## src/rtl/wb_mac_accel_pkg.sv

```systemverilog
// Shared definitions for the Wishbone multiply-accumulate accelerator:
// register map, CTRL layout/defaults and the sequencer state encoding.
package wb_mac_accel_pkg;

    localparam logic [2:0] REG_ADDR   = 3'd0;
    localparam logic [2:0] REG_START  = 3'd1;
    localparam logic [2:0] REG_ACC    = 3'd2;
    localparam logic [2:0] REG_CTRL   = 3'd3;
    localparam logic [2:0] REG_STATUS = 3'd4;

    localparam int CTRL_TAPS_LSB = 0;
    localparam int CTRL_CSTR_LSB = 8;
    localparam int CTRL_DSTR_LSB = 16;
    localparam int CTRL_CH_LSB   = 28;
    localparam int CTRL_SAT_BIT  = 30;

    localparam logic [7:0]  TAPS_RST = 8'd8;
    localparam logic [7:0]  CSTR_RST = 8'd64;
    localparam logic [11:0] DSTR_RST = 12'd128;

    typedef enum logic [1:0] {
        ST_IDLE,
        ST_ISSUE,
        ST_DRAIN
    } state_t;

    typedef struct packed {
        logic        sat;
        logic [1:0]  ch;
        logic [11:0] dstride;
        logic [7:0]  cstride;
        logic [7:0]  taps;
    } ctrl_t;

    localparam ctrl_t CTRL_RST = '{
        sat:     1'b0,
        ch:      2'd0,
        dstride: DSTR_RST,
        cstride: CSTR_RST,
        taps:    TAPS_RST
    };

    function automatic ctrl_t ctrl_unpack(input logic [31:0] d);
        ctrl_t c;
        c.taps    = d[CTRL_TAPS_LSB +: 8];
        c.cstride = d[CTRL_CSTR_LSB +: 8];
        c.dstride = d[CTRL_DSTR_LSB +: 12];
        c.ch      = d[CTRL_CH_LSB +: 2];
        c.sat     = d[CTRL_SAT_BIT];
        return c;
    endfunction

    function automatic logic [31:0] ctrl_pack(input ctrl_t c);
        logic [31:0] d;
        d = '0;
        d[CTRL_TAPS_LSB +: 8]  = c.taps;
        d[CTRL_CSTR_LSB +: 8]  = c.cstride;
        d[CTRL_DSTR_LSB +: 12] = c.dstride;
        d[CTRL_CH_LSB +: 2]    = c.ch;
        d[CTRL_SAT_BIT]        = c.sat;
        return d;
    endfunction

endpackage

```

## src/rtl/wb_mac_accel_mac.sv

```systemverilog
// Product register followed by a full-precision add into the selected
// accumulator, with modulo wrap or two's-complement saturation.
module mac_sat_stage #(
    parameter int COEF_W = 18,
    parameter int ACC_W  = 32
) (
    input  logic                     clk,
    input  logic                     reset,
    input  logic                     in_valid,
    input  logic signed [31:0]       data,
    input  logic signed [COEF_W-1:0] coef,
    input  logic                     sat,
    input  logic [ACC_W-1:0]         acc_in,
    output logic                     sum_valid,
    output logic [ACC_W-1:0]         sum
);
    localparam int PW = COEF_W + 32;
    localparam int SW = (PW > ACC_W ? PW : ACC_W) + 1;

    logic signed [PW-1:0] prod_q;
    logic                 prod_v_q;
    logic signed [SW-1:0] full;
    logic signed [SW-1:0] hi;
    logic signed [SW-1:0] lo;

    always_ff @(posedge clk) begin
        if (reset) begin
            prod_q   <= '0;
            prod_v_q <= 1'b0;
        end else begin
            prod_v_q <= in_valid;
            if (in_valid)
                prod_q <= PW'(data) * PW'(coef);
        end
    end

    // One guard bit above the wider operand makes the sum exact.
    assign full = SW'($signed(acc_in)) + SW'(prod_q);
    assign hi   = SW'($signed({1'b0, {(ACC_W-1){1'b1}}}));
    assign lo   = SW'($signed({1'b1, {(ACC_W-1){1'b0}}}));

    always_comb begin
        sum = full[ACC_W-1:0];
        if (sat) begin
            if (full > hi)
                sum = hi[ACC_W-1:0];
            else if (full < lo)
                sum = lo[ACC_W-1:0];
        end
    end

    assign sum_valid = prod_v_q;

endmodule

```

## src/rtl/wb_mac_accel.sv

```systemverilog
// Wishbone-controlled strided dot-product engine: streams samples and
// coefficients, multiplies them and accumulates into one of NUM_CH registers.
module wb_mac_accel #(
    parameter int COEF_W = 18,
    parameter int ACC_W  = 32,
    parameter int MEM_AW = 19,
    parameter int IDX_W  = 9,
    parameter int NUM_CH = 2
) (
    input  logic              clk,
    input  logic              reset,
    input  logic              wb_cyc,
    input  logic              wb_stb,
    input  logic              wb_we,
    input  logic [2:0]        wb_adr,
    input  logic [31:0]       wb_dat_i,
    output logic [31:0]       wb_dat_o,
    output logic              wb_ack,
    output logic              mem_rd_en,
    output logic [MEM_AW-1:0] mem_rd_adr,
    input  logic [31:0]       mem_rd_data,
    output logic [IDX_W-1:0]  coef_idx,
    input  logic [COEF_W-1:0] coef_data,
    output logic              busy
);
    import wb_mac_accel_pkg::*;

    localparam int XW = ACC_W > 32 ? ACC_W : 32;

    function automatic logic [31:0] acc_to_32(
        input logic [ACC_W-1:0] a
    );
        logic [XW-1:0] t;
        t = XW'($signed(a));
        return t[31:0];
    endfunction

    function automatic logic [ACC_W-1:0] acc_from_32(
        input logic [31:0] d
    );
        logic [XW-1:0] t;
        t = XW'($signed(d));
        return t[ACC_W-1:0];
    endfunction

    state_t            state_q;
    state_t            state_d;
    ctrl_t             ctrl_q;
    logic [31:0]       addr_q;
    logic [7:0]        taps_q;
    logic [7:0]        cnt_q;
    logic [7:0]        cstr_q;
    logic [11:0]       dstr_q;
    logic [1:0]        ch_q;
    logic              sat_q;
    logic              v1_q;
    logic              rd_ack_q;
    logic [ACC_W-1:0]  acc_q [NUM_CH];
    logic [ACC_W-1:0]  acc_wb;
    logic [ACC_W-1:0]  acc_mac;
    logic [ACC_W-1:0]  sum;
    logic              sum_valid;
    logic [31:0]       rd_mux;
    logic              req;
    logic              stall;
    logic              wr_ack;
    logic              rd_fire;
    logic              start_go;
    logic              last_issue;

    // Only a STATUS read may complete while an operation runs.
    assign req      = wb_cyc & wb_stb;
    assign stall    = busy & ~(~wb_we & (wb_adr == REG_STATUS));
    assign wr_ack   = req & wb_we & ~stall & ~reset;
    assign rd_fire  = req & ~wb_we & ~stall & ~rd_ack_q;
    assign wb_ack   = wr_ack | rd_ack_q;
    assign start_go = wr_ack & (wb_adr == REG_START)
                    & (ctrl_q.taps != 8'd0);
    assign last_issue = cnt_q == taps_q - 8'd1;

    always_ff @(posedge clk) begin
        if (reset)
            state_q <= ST_IDLE;
        else
            state_q <= state_d;
    end

    always_comb begin
        state_d = state_q;
        unique case (state_q)
            ST_IDLE:  if (start_go) state_d = ST_ISSUE;
            ST_ISSUE: if (last_issue) state_d = ST_DRAIN;
            ST_DRAIN: if (cnt_q == 8'd1) state_d = ST_IDLE;
            default:  state_d = ST_IDLE;
        endcase
    end

    always_comb begin
        busy      = 1'b0;
        mem_rd_en = 1'b0;
        unique case (state_q)
            ST_ISSUE: begin
                busy      = 1'b1;
                mem_rd_en = 1'b1;
            end
            ST_DRAIN: busy = 1'b1;
            default:  busy = 1'b0;
        endcase
    end

    always_ff @(posedge clk) begin
        if (reset) begin
            taps_q     <= '0;
            cnt_q      <= '0;
            cstr_q     <= '0;
            dstr_q     <= '0;
            ch_q       <= '0;
            sat_q      <= 1'b0;
            v1_q       <= 1'b0;
            mem_rd_adr <= '0;
            coef_idx   <= '0;
        end else begin
            v1_q <= mem_rd_en;
            if (start_go) begin
                taps_q     <= ctrl_q.taps;
                cstr_q     <= ctrl_q.cstride;
                dstr_q     <= ctrl_q.dstride;
                ch_q       <= ctrl_q.ch;
                sat_q      <= ctrl_q.sat;
                cnt_q      <= '0;
                mem_rd_adr <= addr_q[MEM_AW+1:2];
                coef_idx   <= wb_dat_i[IDX_W-1:0];
            end else if (state_q == ST_ISSUE) begin
                cnt_q <= last_issue ? 8'd0 : cnt_q + 8'd1;
                // Addresses stop on the last tap so they hold afterwards.
                if (!last_issue) begin
                    mem_rd_adr <= mem_rd_adr + MEM_AW'(dstr_q);
                    coef_idx   <= coef_idx + IDX_W'(cstr_q);
                end
            end else if (state_q == ST_DRAIN) begin
                cnt_q <= cnt_q + 8'd1;
            end
        end
    end

    mac_sat_stage #(
        .COEF_W (COEF_W),
        .ACC_W  (ACC_W)
    ) u_mac (
        .clk       (clk),
        .reset     (reset),
        .in_valid  (v1_q),
        .data      (mem_rd_data),
        .coef      (coef_data),
        .sat       (sat_q),
        .acc_in    (acc_mac),
        .sum_valid (sum_valid),
        .sum       (sum)
    );

    always_comb begin
        acc_wb  = '0;
        acc_mac = '0;
        for (int c = 0; c < NUM_CH; c++) begin
            if (ctrl_q.ch == 2'(c))
                acc_wb = acc_q[c];
            if (ch_q == 2'(c))
                acc_mac = acc_q[c];
        end
    end

    always_ff @(posedge clk) begin
        if (reset) begin
            for (int c = 0; c < NUM_CH; c++)
                acc_q[c] <= '0;
        end else begin
            for (int c = 0; c < NUM_CH; c++) begin
                if (sum_valid && ch_q == 2'(c))
                    acc_q[c] <= sum;
                else if (wr_ack && wb_adr == REG_ACC
                         && ctrl_q.ch == 2'(c))
                    acc_q[c] <= acc_from_32(wb_dat_i);
            end
        end
    end

    always_comb begin
        rd_mux = '0;
        unique case (1'b1)
            wb_adr == REG_ADDR:   rd_mux = addr_q;
            wb_adr == REG_ACC:    rd_mux = acc_to_32(acc_wb);
            wb_adr == REG_CTRL:   rd_mux = ctrl_pack(ctrl_q);
            wb_adr == REG_STATUS: rd_mux = {31'd0, busy};
            default:              rd_mux = '0;
        endcase
    end

    always_ff @(posedge clk) begin
        if (reset) begin
            addr_q   <= '0;
            ctrl_q   <= CTRL_RST;
            rd_ack_q <= 1'b0;
            wb_dat_o <= '0;
        end else begin
            rd_ack_q <= rd_fire;
            if (rd_fire)
                wb_dat_o <= rd_mux;
            if (wr_ack && wb_adr == REG_ADDR)
                addr_q <= wb_dat_i;
            if (wr_ack && wb_adr == REG_CTRL)
                ctrl_q <= ctrl_unpack(wb_dat_i);
        end
    end

endmodule

```

## config.mk

```make
export PLATFORM = sky130hd
export DESIGN_NAME = wb_mac_accel
export DESIGN_NICKNAME = d
export VERILOG_FILES = /design/src/rtl/wb_mac_accel_pkg.sv /design/src/rtl/wb_mac_accel_mac.sv /design/src/rtl/wb_mac_accel.sv
export SDC_FILE = /design/constraint.sdc
export NUM_CORES = 2
export LEC_CHECK = 0
export ABC_AREA = 1
export BUFFER_PORTS_ARGS = -buffer_cell sky130_fd_sc_hd__buf_2
export CAP_MARGIN = 20
export CELL_PAD_IN_SITES_DETAIL_PLACEMENT = 1
export CELL_PAD_IN_SITES_GLOBAL_PLACEMENT = 1
export CORE_ASPECT_RATIO = 0.5
export CORE_MARGIN = 5
export CORE_UTILIZATION = 41
export CTS_CLUSTER_SIZE = 10
export DETAILED_ROUTE_END_ITERATION = 12
export PLACE_DENSITY = 0.73
export SLEW_MARGIN = 0
export SYNTH_ARGS = -nofsm -noshare
export SYNTH_HDL_FRONTEND = slang
export SYNTH_SLANG_ARGS = --single-unit
export TNS_END_PERCENT = 50
```

## constraint.sdc

```tcl
create_clock -name clk -period 6.4 [get_ports clk]
set_clock_uncertainty 0.1 [all_clocks]
set_input_delay 0.64 -clock clk [delete_from_list [all_inputs] [get_ports clk]]
set_output_delay 0.64 -clock clk [all_outputs]
set_load 0.05 [all_outputs]
```

==> out/qor.tcl <==
set qor(run_status) {complete, no violations}
set qor(dpl-instance-area_sq_um) 42300
set qor(gp_congestion) 0.957
set qor(regToRegStartpoint) {ch_q[1]}
set qor(clkSinkCount) 281
set qor(netlist_top_cells_area) {fa_1 29%, nand2_1 14%, inv_1 12%}
set qor(synth.cells.most_frequent) {1,377 x nand2_1, 1,258 x inv_1, 556 x fa_1}
set qor(core_area_sq_um) 92500
set qor(grt_usage_pct) 27.6
set qor(cts_tree) {done}
set qor(finalHoldViolCount) 0
set qor(yosysTopAreaCellShare_pct) 29.2
set qor(wire_length_of_the_first_global_routing_pass_microns) 216000
set qor(timing.critical_path.max_delay_family) {adder cells}
set qor(critical_path.startpoint_type) {primary input}
set qor(post_synth_instance_area_sq_um) 38100
set qor(grt_start_max_net_pins) 84
set qor(cp_data_required_time_ns) 6.75
set qor(synth_cell_types) 57
set qor(post-place-cells) 6736
set qor(vias) 34800
set qor(fin_area_sq_um) 43500
set qor(max_freq_mhz) 163
set qor(cp_num_buf_inv) 7
set qor(hold_path_startpoint) {wb_dat_i[23]}
set qor(critPathKind) {in2reg}
set qor(timing.hold.worst.class) {in2reg}
set qor(clock_insertion_delay_worst_skew_ns) 0.56
set qor(wl_microns) 136000
set qor(ys_ff_latch) 281
set qor(drt_first_pass_iters) 5
set qor(first_global_vias) 38400
set qor(ant_nets_after_route) 0
set qor(timing.final.max_slew_violations) 0
set qor(die_h_microns) 226
set qor(synth.net_count) 6083
set qor(design.portCount) 153
set qor(finalSetupViolCount) 0
set qor(drt_first_iter_violations) 2242
set qor(yosysMostFrequentCell) {nand2_1}
set qor(cts_buffer_depth) 3
set qor(postSynth.topFlopCell) {dfxtp_1}
set qor(final_min_period_over_clock_period_pct) 95.9
set qor(timing.critical_path.fanout_max) 17
set qor(critPathArrivalTime_ns) 6.49
set qor(worst_setup_path_end_kind) {flip-flop}
set qor(yosysWarnings) 0
set qor(clk_pin_slew_ns) 0.06
set qor(overflow) 0
set qor(ys_async_sr_fraction_pct) 0
set qor(synth_enable_flop_cells) 64
set qor(critPathMostFrequentCell) {fa_1}
set qor(wl_per_cell_microns) 20.0
set qor(areaGrowthSynthToFinish_pct) 14.2
set qor(post-synth-top-area-cell) {fa_1}
set qor(max-slew-margin-rel_pct) 33.4
set qor(fin_crit_ns) 6.14
set qor(cell_with_the_largest_stage_delay_on_the_worst_path) {fa_1}
set qor(layout-drive-gt1-share_pct) 11.5
set qor(die_width_microns) 441
set qor(port_buffers) 152
set qor(detail_route.drc_violations) 0
set qor(max_stage_delay_ns) 0.57
set qor(fin_worst_hold_slack_ns) 0.309
set qor(syn-instance-count) 5240
set qor(std_cell_rows) 79
set qor(syn_area_per_cell_sq_um) 7.27
set qor(htree_num_levels) 2
set qor(worstMarginPinSlew_ns) 0.999
set qor(crit_chain) {clkbuf_4 -> buf_4 -> nand2_1 -> fa_1 -> inv_1 -> fa_1 -> fa_1 -> fa_1 -> fa_1 -> inv_1 -> fa_1 -> inv_1 -> ha_1 -> a21oi_1 -> inv_1 -> a21oi_1 -> o21ai_0 -> a31oi_1 -> nand3_2 -> nand2_1 -> nand3_1 -> xnor2_1 -> o21ai_0 -> inv_1}
set qor(die_area_sq_um) 99500
set qor(tritoncts.num_buffers) 36
set qor(number_of_antenna_violations_at_the_first_check_in_global_routing) 5
set qor(avgViaCountPerCell) 5.12
set qor(final_nets) 6365
set qor(maxCapViolCount) 0
set qor(setup.worst_path.start) {coef_data[12]}
set qor(cts-root-buf) {clkbuf_16}
set qor(cts_hold_buffers) 0
set qor(non_filler_instances) 6804
set qor(ys_seq_area_share_pct) 16.4
set qor(initial_core_util_pct) 41.2
set qor(dp_hpwl_microns) 114000
==> metal layers <==
layer  share of wire [%]  global-route usage, %
met3                 4.8                   2.88
met2                  47                   46.8
met1                  45                   37.3
met4                 3.3                   8.47
met5              0.0096                      0
==> layout by cell type (no fill, tap or decap), types with 13 or more instances in the layout <==
master	Yosys	final
xor2_1	60	60
xnor2_1	44	44
o21ai_1	10	13
nand4_1	25	25
or2_2	15	15
ha_1	197	196
o221ai_1	21	21
a22oi_1	23	23
edfxtp_1	64	64
nand3_1	93	92
o22ai_1	65	65
buf_4	0	280
a21oi_1	271	270
clkbuf_1	181	14
clkbuf_16	0	36
nand2_1	1377	1374
fa_1	556	556
nor3_1	30	27
inv_1	1258	1257
nor2_1	313	311
nand2_2	52	55
buf_12	4	34
nor2_2	16	17
o211ai_1	14	14
buf_2	13	145
dfxtp_1	217	216
o21ai_0	195	191
==> metrics by stage <==
stage / setup TNS, ns / setup slack (ns) / util, %
final: 0 / 0.262 / 47.0
after global routing: -0.00630 / -0.00630 / 47.0
after CTS: 0 / 0.0240 / 46.9
after detailed placement: -9.71 / -0.547 / 45.7
after global placement: -4.62 / -0.363 / 45.7
after floorplan: 0 / 0.0460 / -
==> repair_timing <==
item,CTS,global route
buffers inserted,0,0
resized for setup,0,21
setup endpoints to repair,0,18
==> cell families (layout without fill, tap and decap cells) <==
logic type      Yosys count  count (layout)  synth area share, %
flops                   281             281                 16.4
buf+inv                1490            1795                 14.9
fa+ha+maj               753             753                 35.7
xor+xnor                105             105                 2.43
other cells               0               4                    0
compound gates          659             659                 9.75
simple gates           1952            1952                 20.7
==> final timing paths <==
| path | endpoint | slack, ns | depth (start not counted) |
|---|---|---|---|
| setup / recovery | u_mac.prod_q[49] | 0.26 | 24 |
| hold / removal | ctrl_q[23] | 0.31 | 3 |
| setup reg to reg | acc_q[1][26] | 1.36 | 21 |
| hold reg to reg | addr_q[26] | 0.35 | 2 |
==> tightest hold or removal path: cells and delay by family <==
kind	cells	cell delay, ns
AOI/OAI and AO/OA	2	0.14
buffers and inverters	1	0.15
==> area by class of cell <==
type                    count  area, sq um
inverters                1268         4760
clock buffers              55         1020
repair buffers            466         3610
fillers                 11700        49000
clock inverters             6         62.6
multi-input cells        3469        26200
diodes                      4         10.0
well taps                1255         1570
flip-flops and latches    281         6270
==> state kept, by name, summed over array words and instances, names as in the netlist <==
register	cells
rd_ack_q	1
acc_q	64
addr_q	32
wb_dat_o	32
dstr_q	12
ctrl_q	31
u_mac.prod_q	50
v1_q	1
u_mac.sum_valid	1
taps_q	8
state_q	2
sat_q	1
mem_rd_adr	19
coef_idx	9
cnt_q	8
ch_q	2
cstr_q	8
Power is left out: the tool's default activity adds up to more than one toggle a clock period on the data nets, which glitch-free logic cannot reach.
